**src/rtl/muldiv_unit_pkg.sv**
```systemverilog
// Shared encodings for the iterative multiply/divide unit: op codes, FSM states
// and the execute-stage ALU-op to muldiv-op mapping.
package muldiv_unit_pkg;

    typedef enum logic [1:0] {
        MULDIV_MULT  = 2'd0,
        MULDIV_MULTU = 2'd1,
        MULDIV_DIV   = 2'd2,
        MULDIV_DIVU  = 2'd3
    } muldiv_op_e;

    typedef enum logic [1:0] {
        ST_IDLE = 2'd0,
        ST_MUL  = 2'd1,
        ST_DIV  = 2'd2,
        ST_FIN  = 2'd3
    } muldiv_state_e;

    localparam logic [7:0] EXE_MULT_OP  = 8'b0001_1000;
    localparam logic [7:0] EXE_MULTU_OP = 8'b0001_1001;
    localparam logic [7:0] EXE_DIV_OP   = 8'b0001_1010;
    localparam logic [7:0] EXE_DIVU_OP  = 8'b0001_1011;

    function automatic muldiv_op_e exe_to_op(input logic [7:0] aluop);
        case (aluop)
            EXE_MULTU_OP: return MULDIV_MULTU;
            EXE_DIV_OP:   return MULDIV_DIV;
            EXE_DIVU_OP:  return MULDIV_DIVU;
            default:      return MULDIV_MULT;
        endcase
    endfunction

endpackage

```
**src/rtl/muldiv_unit_if.sv**
```systemverilog
// Execute-stage to muldiv handshake: request/flush in, stall/done/HI-LO out.
interface muldiv_unit_if #(
    parameter int WIDTH = 32
);
    logic             start;
    logic [1:0]       op;
    logic [WIDTH-1:0] src1;
    logic [WIDTH-1:0] src2;
    logic             flush;
    logic             arith_stall;
    logic             busy;
    logic             done;
    logic [WIDTH-1:0] hi_out;
    logic [WIDTH-1:0] lo_out;
    logic             whilo_out;

    modport master (
        output start, op, src1, src2, flush,
        input  arith_stall, busy, done, hi_out, lo_out, whilo_out
    );

    modport slave (
        input  start, op, src1, src2, flush,
        output arith_stall, busy, done, hi_out, lo_out, whilo_out
    );
endinterface

```
**src/rtl/muldiv_div_core.sv**
```systemverilog
// Restoring divider datapath on unsigned magnitudes: one quotient bit per
// step, MSB first. A zero divisor yields quotient all ones, remainder = dividend.
module muldiv_div_core #(
    parameter int WIDTH = 32
) (
    input  logic             clk,
    input  logic             rstn,
    input  logic             load,
    input  logic             step,
    input  logic [WIDTH-1:0] dividend,
    input  logic [WIDTH-1:0] divisor,
    output logic [WIDTH-1:0] quotient,
    output logic [WIDTH-1:0] remainder
);
    logic [WIDTH-1:0] rem_q;
    logic [WIDTH-1:0] quo_q;
    logic [WIDTH-1:0] dvs_q;
    logic [WIDTH:0]   rem_shift;
    logic [WIDTH:0]   diff;

    // The quotient register doubles as the dividend shifter: its MSB feeds
    // the partial remainder while quotient bits enter at the LSB.
    assign rem_shift = {rem_q, quo_q[WIDTH-1]};
    assign diff      = rem_shift - {1'b0, dvs_q};

    // NOTE: every register here is reset, including the datapath, so an
    // aborted operation never leaks stale operands into the next one.
    always_ff @(posedge clk or negedge rstn) begin
        if (!rstn) begin
            rem_q <= '0;
            quo_q <= '0;
            dvs_q <= '0;
        end else if (load) begin
            rem_q <= '0;
            quo_q <= dividend;
            dvs_q <= divisor;
        end else if (step) begin
            if (!diff[WIDTH]) begin
                rem_q <= diff[WIDTH-1:0];
                quo_q <= {quo_q[WIDTH-2:0], 1'b1};
            end else begin
                rem_q <= rem_shift[WIDTH-1:0];
                quo_q <= {quo_q[WIDTH-2:0], 1'b0};
            end
        end
    end

    assign quotient  = quo_q;
    assign remainder = rem_q;
endmodule

```
**src/rtl/muldiv_unit.sv**
```systemverilog
// Iterative MULT/MULTU/DIV/DIVU unit with start/done handshake and HI/LO results.
// Define MULDIV_FAST_MUL_EN for a single-cycle multiplier (DIV stays iterative).
module muldiv_unit
    import muldiv_unit_pkg::*;
#(
    parameter int WIDTH = 32,
    parameter int CNT_W = $clog2(WIDTH) + 1
) (
    input  logic          clk,
    input  logic          rstn,
    muldiv_unit_if.slave  bus
);
    localparam int PW = 2 * WIDTH;

    muldiv_state_e    state, state_nxt;
    logic [CNT_W-1:0] cnt;
    logic             div_q;
    logic             sign_q;
    logic             sign_r;
    logic [WIDTH-1:0] mcand;
    logic [PW-1:0]    acc;
    logic [WIDTH-1:0] hi_q, lo_q;

    logic             accept;
    logic             last_step;
    logic             op_signed;
    logic             a_neg, b_neg;
    logic [WIDTH-1:0] abs_a, abs_b;
    logic [WIDTH-1:0] quo, rem;
    logic [PW-1:0]    prod_fin;
    logic [WIDTH-1:0] hi_fin, lo_fin;

    assign accept    = (state == ST_IDLE) && bus.start && !bus.flush;
    assign last_step = (cnt == CNT_W'(1));
    assign op_signed = !bus.op[0];
    assign a_neg     = op_signed && bus.src1[WIDTH-1];
    assign b_neg     = op_signed && bus.src2[WIDTH-1];
    assign abs_a     = a_neg ? -bus.src1 : bus.src1;
    assign abs_b     = b_neg ? -bus.src2 : bus.src2;

    muldiv_div_core #(.WIDTH(WIDTH)) u_div (
        .clk       (clk),
        .rstn      (rstn),
        .load      (accept && bus.op[1]),
        .step      (state == ST_DIV),
        .dividend  (abs_a),
        .divisor   (abs_b),
        .quotient  (quo),
        .remainder (rem)
    );

    // NOTE: state and datapath registers use non-blocking assignments so every
    // flop samples pre-edge values regardless of block ordering.
    always_ff @(posedge clk or negedge rstn) begin
        if (!rstn) state <= ST_IDLE;
        else       state <= state_nxt;
    end

    // NOTE: defaulting state_nxt first keeps this block free of inferred latches.
    always_comb begin
        state_nxt = state;
        if (bus.flush) begin
            state_nxt = ST_IDLE;
        end else begin
            case (state)
                ST_IDLE: if (bus.start) state_nxt = bus.op[1] ? ST_DIV : ST_MUL;
`ifdef MULDIV_FAST_MUL_EN
                ST_MUL:  state_nxt = ST_FIN;
`else
                ST_MUL:  if (last_step) state_nxt = ST_FIN;
`endif
                ST_DIV:  if (last_step) state_nxt = ST_FIN;
                ST_FIN:  state_nxt = ST_IDLE;
                default: state_nxt = ST_IDLE;
            endcase
        end
    end

`ifndef MULDIV_FAST_MUL_EN
    // Shift-add step: add the multiplicand into the high half when the current
    // multiplier bit is set, then shift the whole accumulator right by one.
    logic [WIDTH:0] mul_sum;
    assign mul_sum = {1'b0, acc[PW-1:WIDTH]} + (acc[0] ? {1'b0, mcand} : '0);
`endif

    always_ff @(posedge clk or negedge rstn) begin
        if (!rstn) begin
            cnt    <= '0;
            div_q  <= 1'b0;
            sign_q <= 1'b0;
            sign_r <= 1'b0;
            mcand  <= '0;
            acc    <= '0;
            hi_q   <= '0;
            lo_q   <= '0;
        end else begin
            if (accept) begin
                cnt    <= CNT_W'(WIDTH);
                div_q  <= bus.op[1];
                sign_q <= a_neg ^ b_neg;
                sign_r <= a_neg;
                mcand  <= abs_a;
                acc    <= {{WIDTH{1'b0}}, abs_b};
            end else if (state == ST_MUL) begin
                cnt <= cnt - CNT_W'(1);
`ifdef MULDIV_FAST_MUL_EN
                acc <= PW'(mcand) * PW'(acc[WIDTH-1:0]);
`else
                acc <= {mul_sum, acc[WIDTH-1:1]};
`endif
            end else if (state == ST_DIV) begin
                cnt <= cnt - CNT_W'(1);
            end

            if (state == ST_FIN && !bus.flush) begin
                hi_q <= hi_fin;
                lo_q <= lo_fin;
            end
        end
    end

    // Sign correction on the unsigned magnitudes produced by either datapath.
    always_comb begin
        prod_fin = sign_q ? -acc : acc;
        if (div_q) begin
            hi_fin = sign_r ? -rem : rem;
            lo_fin = sign_q ? -quo : quo;
        end else begin
            hi_fin = prod_fin[PW-1:WIDTH];
            lo_fin = prod_fin[WIDTH-1:0];
        end
    end

    // Results are presented combinationally in the FIN cycle so done and HI/LO
    // arrive together; the registered copy holds them until the next done.
    always_comb begin
        bus.busy        = (state != ST_IDLE);
        bus.arith_stall = (bus.start && state == ST_IDLE)
                          || state == ST_MUL || state == ST_DIV;
        bus.done        = (state == ST_FIN) && !bus.flush;
        bus.whilo_out   = bus.done;
        bus.hi_out      = bus.done ? hi_fin : hi_q;
        bus.lo_out      = bus.done ? lo_fin : lo_q;
    end
endmodule

```
**src/flat_wrapper.sv**
```systemverilog
// flat-port wrapper written by rule: the top's interface ports become plain ports
module muldiv_unit_flat import muldiv_unit_pkg::*;
#(
    parameter int WIDTH = 32,
    parameter int CNT_W = $clog2(WIDTH) + 1
)
  (clk, rstn, bus_start, bus_op, bus_src1, bus_src2, bus_flush, bus_arith_stall, bus_busy, bus_done, bus_hi_out, bus_lo_out, bus_whilo_out);
  muldiv_unit_if #(.WIDTH(WIDTH)) bus_i ();
  input  logic clk;
  input  logic rstn;
  input wire logic [$bits(bus_i.start)-1:0] bus_start;
  input wire logic [$bits(bus_i.op)-1:0] bus_op;
  input wire logic [$bits(bus_i.src1)-1:0] bus_src1;
  input wire logic [$bits(bus_i.src2)-1:0] bus_src2;
  input wire logic [$bits(bus_i.flush)-1:0] bus_flush;
  output wire logic [$bits(bus_i.arith_stall)-1:0] bus_arith_stall;
  output wire logic [$bits(bus_i.busy)-1:0] bus_busy;
  output wire logic [$bits(bus_i.done)-1:0] bus_done;
  output wire logic [$bits(bus_i.hi_out)-1:0] bus_hi_out;
  output wire logic [$bits(bus_i.lo_out)-1:0] bus_lo_out;
  output wire logic [$bits(bus_i.whilo_out)-1:0] bus_whilo_out;
  assign bus_i.start = bus_start;
  assign bus_i.op = bus_op;
  assign bus_i.src1 = bus_src1;
  assign bus_i.src2 = bus_src2;
  assign bus_i.flush = bus_flush;
  assign bus_arith_stall = bus_i.arith_stall;
  assign bus_busy = bus_i.busy;
  assign bus_done = bus_i.done;
  assign bus_hi_out = bus_i.hi_out;
  assign bus_lo_out = bus_i.lo_out;
  assign bus_whilo_out = bus_i.whilo_out;
  muldiv_unit #(.WIDTH(WIDTH), .CNT_W(CNT_W)) u_core (.clk(clk), .rstn(rstn), .bus(bus_i));
endmodule
```
**config.mk**
```make
export PLATFORM = sky130hd
export DESIGN_NAME = muldiv_unit_flat
export DESIGN_NICKNAME = d
export VERILOG_FILES = /design/src/rtl/muldiv_unit_pkg.sv /design/src/rtl/muldiv_unit_if.sv /design/src/rtl/muldiv_div_core.sv /design/src/rtl/muldiv_unit.sv /design/src/flat_wrapper.sv
export SDC_FILE = /design/constraint.sdc
export NUM_CORES = 1
export LEC_CHECK = 0
export CAP_MARGIN = 20
export CORE_ASPECT_RATIO = 1.5
export CORE_MARGIN = 3
export CORE_UTILIZATION = 64
export CTS_CLUSTER_DIAMETER = 60
export DETAILED_ROUTE_END_ITERATION = 8
export PLACE_DENSITY = 0.95
export SKIP_CTS_REPAIR_TIMING = 1
export SYNTH_ARGS = -nofsm -noshare
export SYNTH_HDL_FRONTEND = slang
export SYNTH_SLANG_ARGS = --single-unit
```
**constraint.sdc**
```tcl
create_clock -name clk -period 11.3 [get_ports clk]
set_clock_uncertainty 0.05 [all_clocks]
set_input_delay 2.825 -clock clk [delete_from_list [all_inputs] [get_ports clk]]
set_output_delay 2.825 -clock clk [all_outputs]
set_load 0.02 [all_outputs]
```
# == Yosys cells after proc, flatten, opt, wreduce, memory -nomap -nowiden ==
# Cells that the tools add are included.
# classes
n_eq_ne,6
magnitude_cmp,0
n_mux,26
multipliers,0
shift,0
reduce_logical,17
n_addsub,8
bitwise_logic,1
n_div,0
# op_table
operator,n
$mux W32,14
$mux W64,3
$neg A32 Y32,4
$neg A64 Y64,1
$add A32 B33 Y33,1
$sub A33 B32 Y33,1
$mux W6,3
$mux W2,4
$eq A6 B1 Y1 const B,1
$logic_and A1 B1 Y1,6
$pmux W2 S3,1
$reduce_bool A2 Y1,3
$sub A6 B1 Y6 const B,1
$eq A2 B2 Y1 const B,2
$ne A3 B1 Y1 const B,1
$ne A3 B3 Y1 const B,1
$reduce_bool A3 Y1,1
$eq A2 B1 Y1 const B,1
$logic_not A1 Y1,2
$logic_not A2 Y1,1
$logic_or A1 B1 Y1,2
$reduce_and A2 Y1,1
$reduce_or A2 Y1,1
$mux W1,1
$xor A1 B1 Y1,1
# totals
regBits,267
latchBits,0
mem_count,0
ramBits,0
rom_bits,0
wordCells,70

# == Longest topological paths before layout ==
# Gate-level depths: netlist of the first run.
# depth
word_depth,5
ltp_mapped,14
mapped_depth_nobuf,12

# == By module ==
# From an unflattened synthesis of the first run, not the netlist that was laid out.
# unflattened
cells_unflattened,2335
area_unflattened_um2,19516.2
# by_module_without_submodules
module,cells_each,instances,area_per_inst_um2
muldiv_unit,1640,1,13392.8
muldiv_div_core,695,1,6123.4

# == Least setup slack after synthesis of the first run ==
# OpenSTA, ideal clock, no wires.
# synth_path
path_kind,input to output
start,input bus_flush
end,output bus_hi_out[0]
path_slack_ns,4.239
arrival_time_ns,4.186
path_stages,6
required_ns,8.425
n_path_buf,2
cell_sequence,nand2b_1 > inv_1 > nand2b_1 > buf_1 > clkbuf_1 > o21ai_0
# synth_between
elab_chain_len,3
# synth_lines
item,line,text
"start, declared",flat_wrapper.sv:15,input wire logic [$bits(bus_i.flush)-1:0] bus_flush;
$logic_not A1 Y1,muldiv_unit.sv:140,bus.done = (state == ST_FIN) && !bus.flush;
$logic_and A1 B1 Y1,muldiv_unit.sv:140,
net bus_done,flat_wrapper.sv:18,output wire logic [$bits(bus_i.done)-1:0] bus_done;
$mux W32,muldiv_unit.sv:142,bus.hi_out = bus.done ? hi_fin : hi_q;
"end, declared",flat_wrapper.sv:19,output wire logic [$bits(bus_i.hi_out)-1:0] bus_hi_out;
# The timed path passes the listed nets, and every way through them passes these cells.

# == Worst setup path after layout of the first run ==
# layout_path
start,input bus_flush
end,output bus_hi_out[18]
# layout_between
elab_chain_len,3
# layout_lines
item,line
$logic_not A1 Y1,muldiv_unit.sv:140
$logic_and A1 B1 Y1,muldiv_unit.sv:140
$mux W32,muldiv_unit.sv:142
# Every way passes these cells.

==> impl_metrics.tcl, run 1 <==
set metrics [dict create \
    status "finished clean" \
    synth_top_cell_by_area "dfrtp_1" \
    num_rows 76 \
    wire_per_inst_um 21.11 \
    slew_headroom_pct 22.89 \
    placed_area_um2 20360 \
    synthTopCellsByCount "267 x dfrtp_1, 248 x nand2_1, 242 x o21ai_0, 209 x a21oi_1, 127 x nor2_1" \
    syn_nets 2395 \
    yosys_warnings 0 \
    ys_seq_elements 267 \
    synth_cell_type_count 62 \
    cts_sinks 267 \
    viasPerCell 6.580 \
    gr-total-overflow 0 \
    drive_gt1_share_pct 3.708 \
    cts_buffers 29 \
    ys_seq_area_share_pct 35.47 \
    dr.pass1.iters 6 \
    max_freq_ghz 0.1146 \
    path_clk_slew_ns 0.06 \
    p_int_mw 3.652 \
    antenna_left 0 \
    synth_area_leaders "dfrtp_1 35%, o21ai_0 6.4%, xnor2_1 5.7%" \
    synth_cells 2247 \
    syn-mean-instance-area_um2 8.383 \
    fill_cells 2061 \
    startpoint "bus_flush" \
    final-hold-violation-count 0 \
    die-area_um2 31570 \
    seqPwrFrac_pct 27.7 \
    tightest_slew_ns 1.154 \
    post-route-period-util_pct 77.21 \
    antenna_cells 0 \
    rsz0062_at_grt "false" \
    drv_slew 0 \
    cp.arrival_ns 5.85 \
    routed_wl_um 57180 \
    cp-start-kind "input pin" \
    grt_pass1_vias 17480 \
    ios 138 \
    grt_max_degree 96 \
    leakage_nw 8.933 \
    hpwlAfterDp_um 41930 \
    slowest_stage "clkdlybuf4s50_1" \
    p_clk_share_pct 12.6 \
    syn2layout_area_growth_pct 12.79 \
    worstSetupPathType "input pin to output port" \
    place.gp.congestion 0.9741 \
    cts_max_level 1 \
    post-synth-top-count-cell "dfrtp_1" \
    crit_buf_inv 3 \
    worstPathRequired_ns 8.43 \
    die-height_um 216.1 \
    path_delay_family "buffers and inverters" \
    fin_nets 2446 \
    async_reset_ff_share_pct 100.0 \
    drtIter0Drc 1863 \
    pwr-share-comb_pct 59.6 \
    setup_violations 0 \
    die_w_um 146.1 \
    fin_area_um2 21250 \
    cts_tree "done" \
    coreArea_um2 28910 \
    synthFlopType "dfrtp_1" \
    grt_pass1_wl_um 91270 \
    cp_max_fo 47 \
    cts_buffer_depth 3 \
    setup_tns_ns 0 \
    ctsRootBufferMaster "clkbuf_16" \
    grtUsageTotal_pct 35.51 \
    port_buffers 137 \
    period_needed_ns 8.724 \
    power.density_nw_per_um2 337.4 \
    syn_area_um2 18840 \
    cap_violations 0 \
    clk_latency_ns 0.56 \
    initial_core_util_pct 65.16 \
    yosysTopAreaCellShare_pct 35.47 \
    switchingPower_mw 3.517 \
    switching_share_pct 49.06 \
    crit_top_cell "clkdlybuf4s50_1" \
    critPathMaxStageDelay_ns 0.69 \
    cp-end-kind "output port" \
    ir_drop_mv 0.1717 \
    drc 0 \
    num_vias 17820 \
    critical_path.cell_chain "clkdlybuf4s50_1 > nand2b_4 > inv_1 > nand2b_1 > o221ai_1 > clkdlybuf4s50_1" \
    holdCritPathClass "register to register" \
    r2r_start "u_core.u_div.dvs_q[0]" \
    synth_edf_count 0 \
    worstHoldStart "u_core.mcand[31]" \
    antenna_found_initial 0 \
]
[registers in the layout (all words and copies together), names as in the netlist]
| name | count |
|---|---|
| u_core.lo_q | 32 |
| u_core.cnt | 6 |
| u_core.u_div.remainder | 32 |
| u_core.mcand | 32 |
| u_core.hi_q | 32 |
| u_core.sign_q | 1 |
| u_core.u_div.quotient | 32 |
| u_core.sign_r | 1 |
| u_core.div_q | 1 |
| u_core.u_div.dvs_q | 32 |
| u_core.state | 2 |
| u_core.acc | 64 |
[per-stage QoR]
stage | setup slack, ns | power [mW] | hold slack [ns] | utilization, % | instances
3_5_place_dp | 2.729 | 6.095 | 0.4132 | 70.44 | 2657
3_3_place_gp | 2.816 | 5.913 | 0.4058 | 70.43 | 2656
2_1_floorplan | 4.239 | 4.826 | 0.3924 | - | 2247
6_report | 2.576 | 7.169 | 0.4243 | 73.50 | 2709
5_1_grt | 2.494 | 7.641 | 0.4554 | 73.50 | 2709
4_1_cts | 2.690 | 7.057 | 0.4264 | 73.50 | 2709
[power by group through the flow]
| stage | combinational [mW] | sequential (mW) | clock [mW] |
|---|---|---|---|
| after floorplan | 3.11 | 1.72 | 0 |
| after global placement | 3.98 | 1.93 | 0 |
| after detailed placement | 4.14 | 1.96 | 0 |
| after CTS | 4.20 | 1.95 | 0.911 |
| after global routing | 4.66 | 2.03 | 0.946 |
| final | 4.28 | 1.99 | 0.907 |
[metal layers]
metal  vias to the layer above  global-route usage (%)  wire length (um)
li1                       8122                       -                 -
met1                      8471                   42.30             20740
met2                       985                   60.46             27730
met3                       246                   4.999              4514
met4                         0                   22.57              4195
met5                         -                       0                 0
[worst min-delay path, stage by stage, from the launching register on]
cell and delay [ns]:
dfrtp_1 0.33, nand2_1 0.04, o21ai_0 0.06
[final cells by class]
| type | count | area [um^2] | share of cell area [%] |
|---|---|---|---|
| clock inverters | 6 | 43.79 | 0.2061 |
| clock buffers | 46 | 839.6 | 3.951 |
| well taps | 390 | 488.0 | 2.297 |
| flip-flops and latches | 267 | 6684 | 31.46 |
| repair buffers | 152 | 1486 | 6.996 |
| multi-input cells | 1779 | 11450 | 53.87 |
| inverters | 69 | 259.0 | 1.219 |
[logic make-up (layout without fill, tap and decap cells)]
kind of cell             Yosys count  in the layout  share of synthesized area, %
flip-flops                       267            267                         35.47
AO/OA/AOI/OAI                    715            715                         22.96
AND/OR/NAND/NOR                  687            687                         17.87
multiplexers                      63             63                         3.427
adder cells (fa/ha/maj)           78             78                         5.261
buffers and inverters            201            273                         4.039
XOR/XNOR                         236            236                         10.97
[path summary, 6_finish.rpt]
check,endpoint,slack (ns),cells past startpoint
setup / recovery,bus_hi_out[18],2.58,6
hold / removal,u_core.mcand[31],0.42,2
setup reg to reg,u_core.u_div.remainder[5],6.80,12
hold reg to reg,u_core.mcand[31],0.42,2
max in group asynchronous,u_core.hi_q[13],6.88,3
min in group asynchronous,u_core.cnt[0],2.12,1
[layout by cell type (no fill, tap or decap), drive strengths merged, types with 12 or more instances in the layout]
| cell | Yosys | final |
|---|---|---|
| a211oi | 76 | 76 |
| a21o | 27 | 27 |
| a21oi | 209 | 209 |
| and2 | 37 | 37 |
| and3 | 12 | 12 |
| buf | 14 | 16 |
| clkbuf | 118 | 46 |
| clkdlybuf4s50 | 0 | 136 |
| dfrtp | 267 | 267 |
| ha | 76 | 76 |
| inv | 69 | 71 |
| mux2i | 60 | 60 |
| nand2 | 248 | 248 |
| nand2b | 20 | 20 |
| nand3 | 28 | 28 |
| nand4 | 13 | 13 |
| nor2 | 127 | 127 |
| nor2b | 73 | 73 |
| nor3 | 28 | 28 |
| nor4 | 18 | 18 |
| o21ai | 246 | 246 |
| o221ai | 14 | 14 |
| o31ai | 53 | 53 |
| o41ai | 21 | 21 |
| or2 | 12 | 12 |
| or3 | 32 | 32 |
| or4 | 24 | 24 |
| xnor2 | 123 | 123 |
| xor2 | 113 | 113 |
Power figures use the tool's default switching activity.
==> inputs of run 2 (changes only) <==
--- a/config.mk
+++ b/config.mk
@@ -8,10 +8,10 @@
 export CAP_MARGIN = 20
 export CORE_ASPECT_RATIO = 1.5
 export CORE_MARGIN = 3
-export CORE_UTILIZATION = 64
+export CORE_UTILIZATION = 54
 export CTS_CLUSTER_DIAMETER = 60
 export DETAILED_ROUTE_END_ITERATION = 8
-export PLACE_DENSITY = 0.95
+export PLACE_DENSITY = 0.86
 export SKIP_CTS_REPAIR_TIMING = 1
 export SYNTH_ARGS = -nofsm -noshare
 export SYNTH_HDL_FRONTEND = slang
==> constraint.sdc (replaced) <==
create_clock -name clk -period 6.99 [get_ports clk]
set_clock_uncertainty 0.05 [all_clocks]
set_input_delay 1.7475 -clock clk [delete_from_list [all_inputs] [get_ports clk]]
set_output_delay 1.7475 -clock clk [all_outputs]
set_load 0.02 [all_outputs]
==> run 2 against run 1 <==
  * Flip-flop and latch count stayed put
  * Clock power grew 72%
  * Worst setup slack got worse by 2.2 ns
  * Hold slack worse by 0.0027 ns
  * First-iteration DRC count decreased by 13%
  * Cell area rose by 0.86%
  * Utilization is 11 points lower
  * Largest cell class unchanged
  * Largest power group unchanged
  * Highest routed layer unchanged
==> impl_metrics.tcl, run 2 (synthesis results as in run 1) <==
set metrics [dict create \
    drtIter0Drc 1626 \
    rsz0062_at_grt "false" \
    num_rows 83 \
    cp.arrival_ns 4.77 \
    grt_max_degree 190 \
    coreArea_um2 34370 \
    grt_pass1_vias 16890 \
    worstHoldStart "u_core.hi_q[24]" \
    seqPwrFrac_pct 27.6 \
    cts_max_level 1 \
    grtUsageTotal_pct 30.36 \
    tightest_slew_ns 1.261 \
    hpwlAfterDp_um 42430 \
    holdCritPathClass "register to register" \
    grt_pass1_wl_um 90430 \
    period_needed_ns 6.569 \
    p_int_mw 5.997 \
    finalPower_mw 11.58 \
    antenna_cells 0 \
    die_w_um 158.5 \
    die-height_um 234.7 \
    drv_slew 0 \
    r2r_cells 13 \
    ir_drop_mv 0.2823 \
    whs_path_depth 2 \
    worstPathRequired_ns 5.19 \
    cts_tree "done" \
    ios 138 \
    status "finished clean" \
    layout.cells.non_filler 2784 \
    pwr-share-comb_pct 58.9 \
    r2r_slack_ns 2.49 \
    p_clk_share_pct 13.5 \
    routed_wl_um 57280 \
    cts_sinks 267 \
    dr.pass1.iters 6 \
    syn2layout_area_growth_pct 13.76 \
    final_common_cell "dfrtp_1" \
    drc 0 \
    num_vias 17460 \
    power.density_nw_per_um2 540.2 \
    slew_headroom_pct 15.95 \
    wire_per_inst_um 20.58 \
    setup_tns_ns 0 \
    largest_reg_flops 64 \
    setup_violations 0 \
    dp.cells 2733 \
    clk_latency_ns 0.56 \
    antenna_found_initial 0 \
    fin_util_pct 62.34 \
    leakage_nw 8.979 \
    r2r_start "u_core.u_div.quotient[31]" \
    cp-end-kind "output port" \
    antenna_left 0 \
    cap_violations 0 \
    r2r-end "u_core.u_div.remainder[5]" \
    place.gp.congestion 0.9914 \
    timing.hold.ws_ns 0.4216 \
    port_buffers 137 \
    path_clk_slew_ns 0.06 \
    final-hold-violation-count 0 \
    hold_end "u_core.hi_q[24]" \
    switching_share_pct 48.19 \
    gr-total-overflow 0 \
    drive_gt1_share_pct 3.884 \
    viasPerCell 6.272 \
    cp_max_fo 36 \
    cp-start-kind "register" \
    layout_common_cells "265 x dfrtp_1, 247 x nand2_1, 242 x o21ai_0" \
    switchingPower_mw 5.579 \
    max_freq_ghz 0.1522 \
    die-area_um2 37210 \
    initial_core_util_pct 54.80 \
    cts_buffers 27 \
    worstSetupPathType "register to output port" \
    largest_register "u_core.acc" \
    ctsRootBufferMaster "clkbuf_16" \
    cts_buffer_depth 3 \
    post-route-period-util_pct 93.97 \
    fin_nets 2445 \
]
==> run 2: area by class of cell <==
cell class / instances / area, um^2
well taps: 467 / 584.3
clock buffers: 38 / 767.0
flip-flops and latches: 267 / 6684
repair buffers: 153 / 1521
clock inverters: 11 / 167.7
inverters: 69 / 259.0
fillers: 2898 / 12940
multi-input cells: 1779 / 11450
==> run 2: worst max path at each step <==
stage | start | end | slack (ns) | cells after the start
finish | u_core.acc[0] | bus_hi_out[18] | 0.42 | 13
CTS | u_core.acc[5] | bus_hi_out[25] | 0.40 | 10
global placement | bus_flush | bus_lo_out[29] | 0.77 | 6
detailed placement | bus_flush | bus_lo_out[29] | 0.78 | 6
global route | u_core.acc[0] | bus_hi_out[30] | 0.17 | 14
floorplan | u_core.acc[6] | bus_hi_out[23] | 1.71 | 9
==> run 2: per-stage QoR <==
| step | cell area [um^2] | worst slack [ns] |
|---|---|---|
| 6_report | 21430 | 0.4212 |
| 4_1_cts | 21410 | 0.4029 |
| 3_5_place_dp | 20480 | 0.7847 |
| 2_1_floorplan | 18840 | 1.715 |
| 5_1_grt | 21430 | 0.1715 |
| 3_3_place_gp | 20480 | 0.7732 |
==> run 2: power by group through the flow <==
| stage | sequential, mW | clock, mW | combinational, mW |
|---|---|---|---|
| after floorplan | 2.78 | 0 | 5.02 |
| after global placement | 3.12 | 0 | 6.48 |
| after detailed placement | 3.17 | 0 | 6.66 |
| after CTS | 3.15 | 1.57 | 6.74 |
| after global routing | 3.28 | 1.64 | 7.48 |
| final | 3.19 | 1.56 | 6.82 |
==> run 2: layer usage <==
layer	up-vias	GRT usage, %	wire length, um
met5	-	0	0
met4	0	18.47	4220
met3	209	2.727	3413
met2	751	51.08	28020
met1	8373	37.25	21630
li1	8128	-	-
==> run 2: worst max-delay path: stages, from the launching register on <==
cell and delay, ns:
dfrtp_1 0.38, buf_4 0.23, inv_1 0.09, ha_1 0.17
nand2b_1 0.13, or4_1 0.55, nor4_1 0.46, buf_4 0.24
nand3_1 0.16, or2_1 0.37, o31ai_1 0.29, xor2_1 0.17
o221ai_1 0.31, clkdlybuf4s50_1 0.68
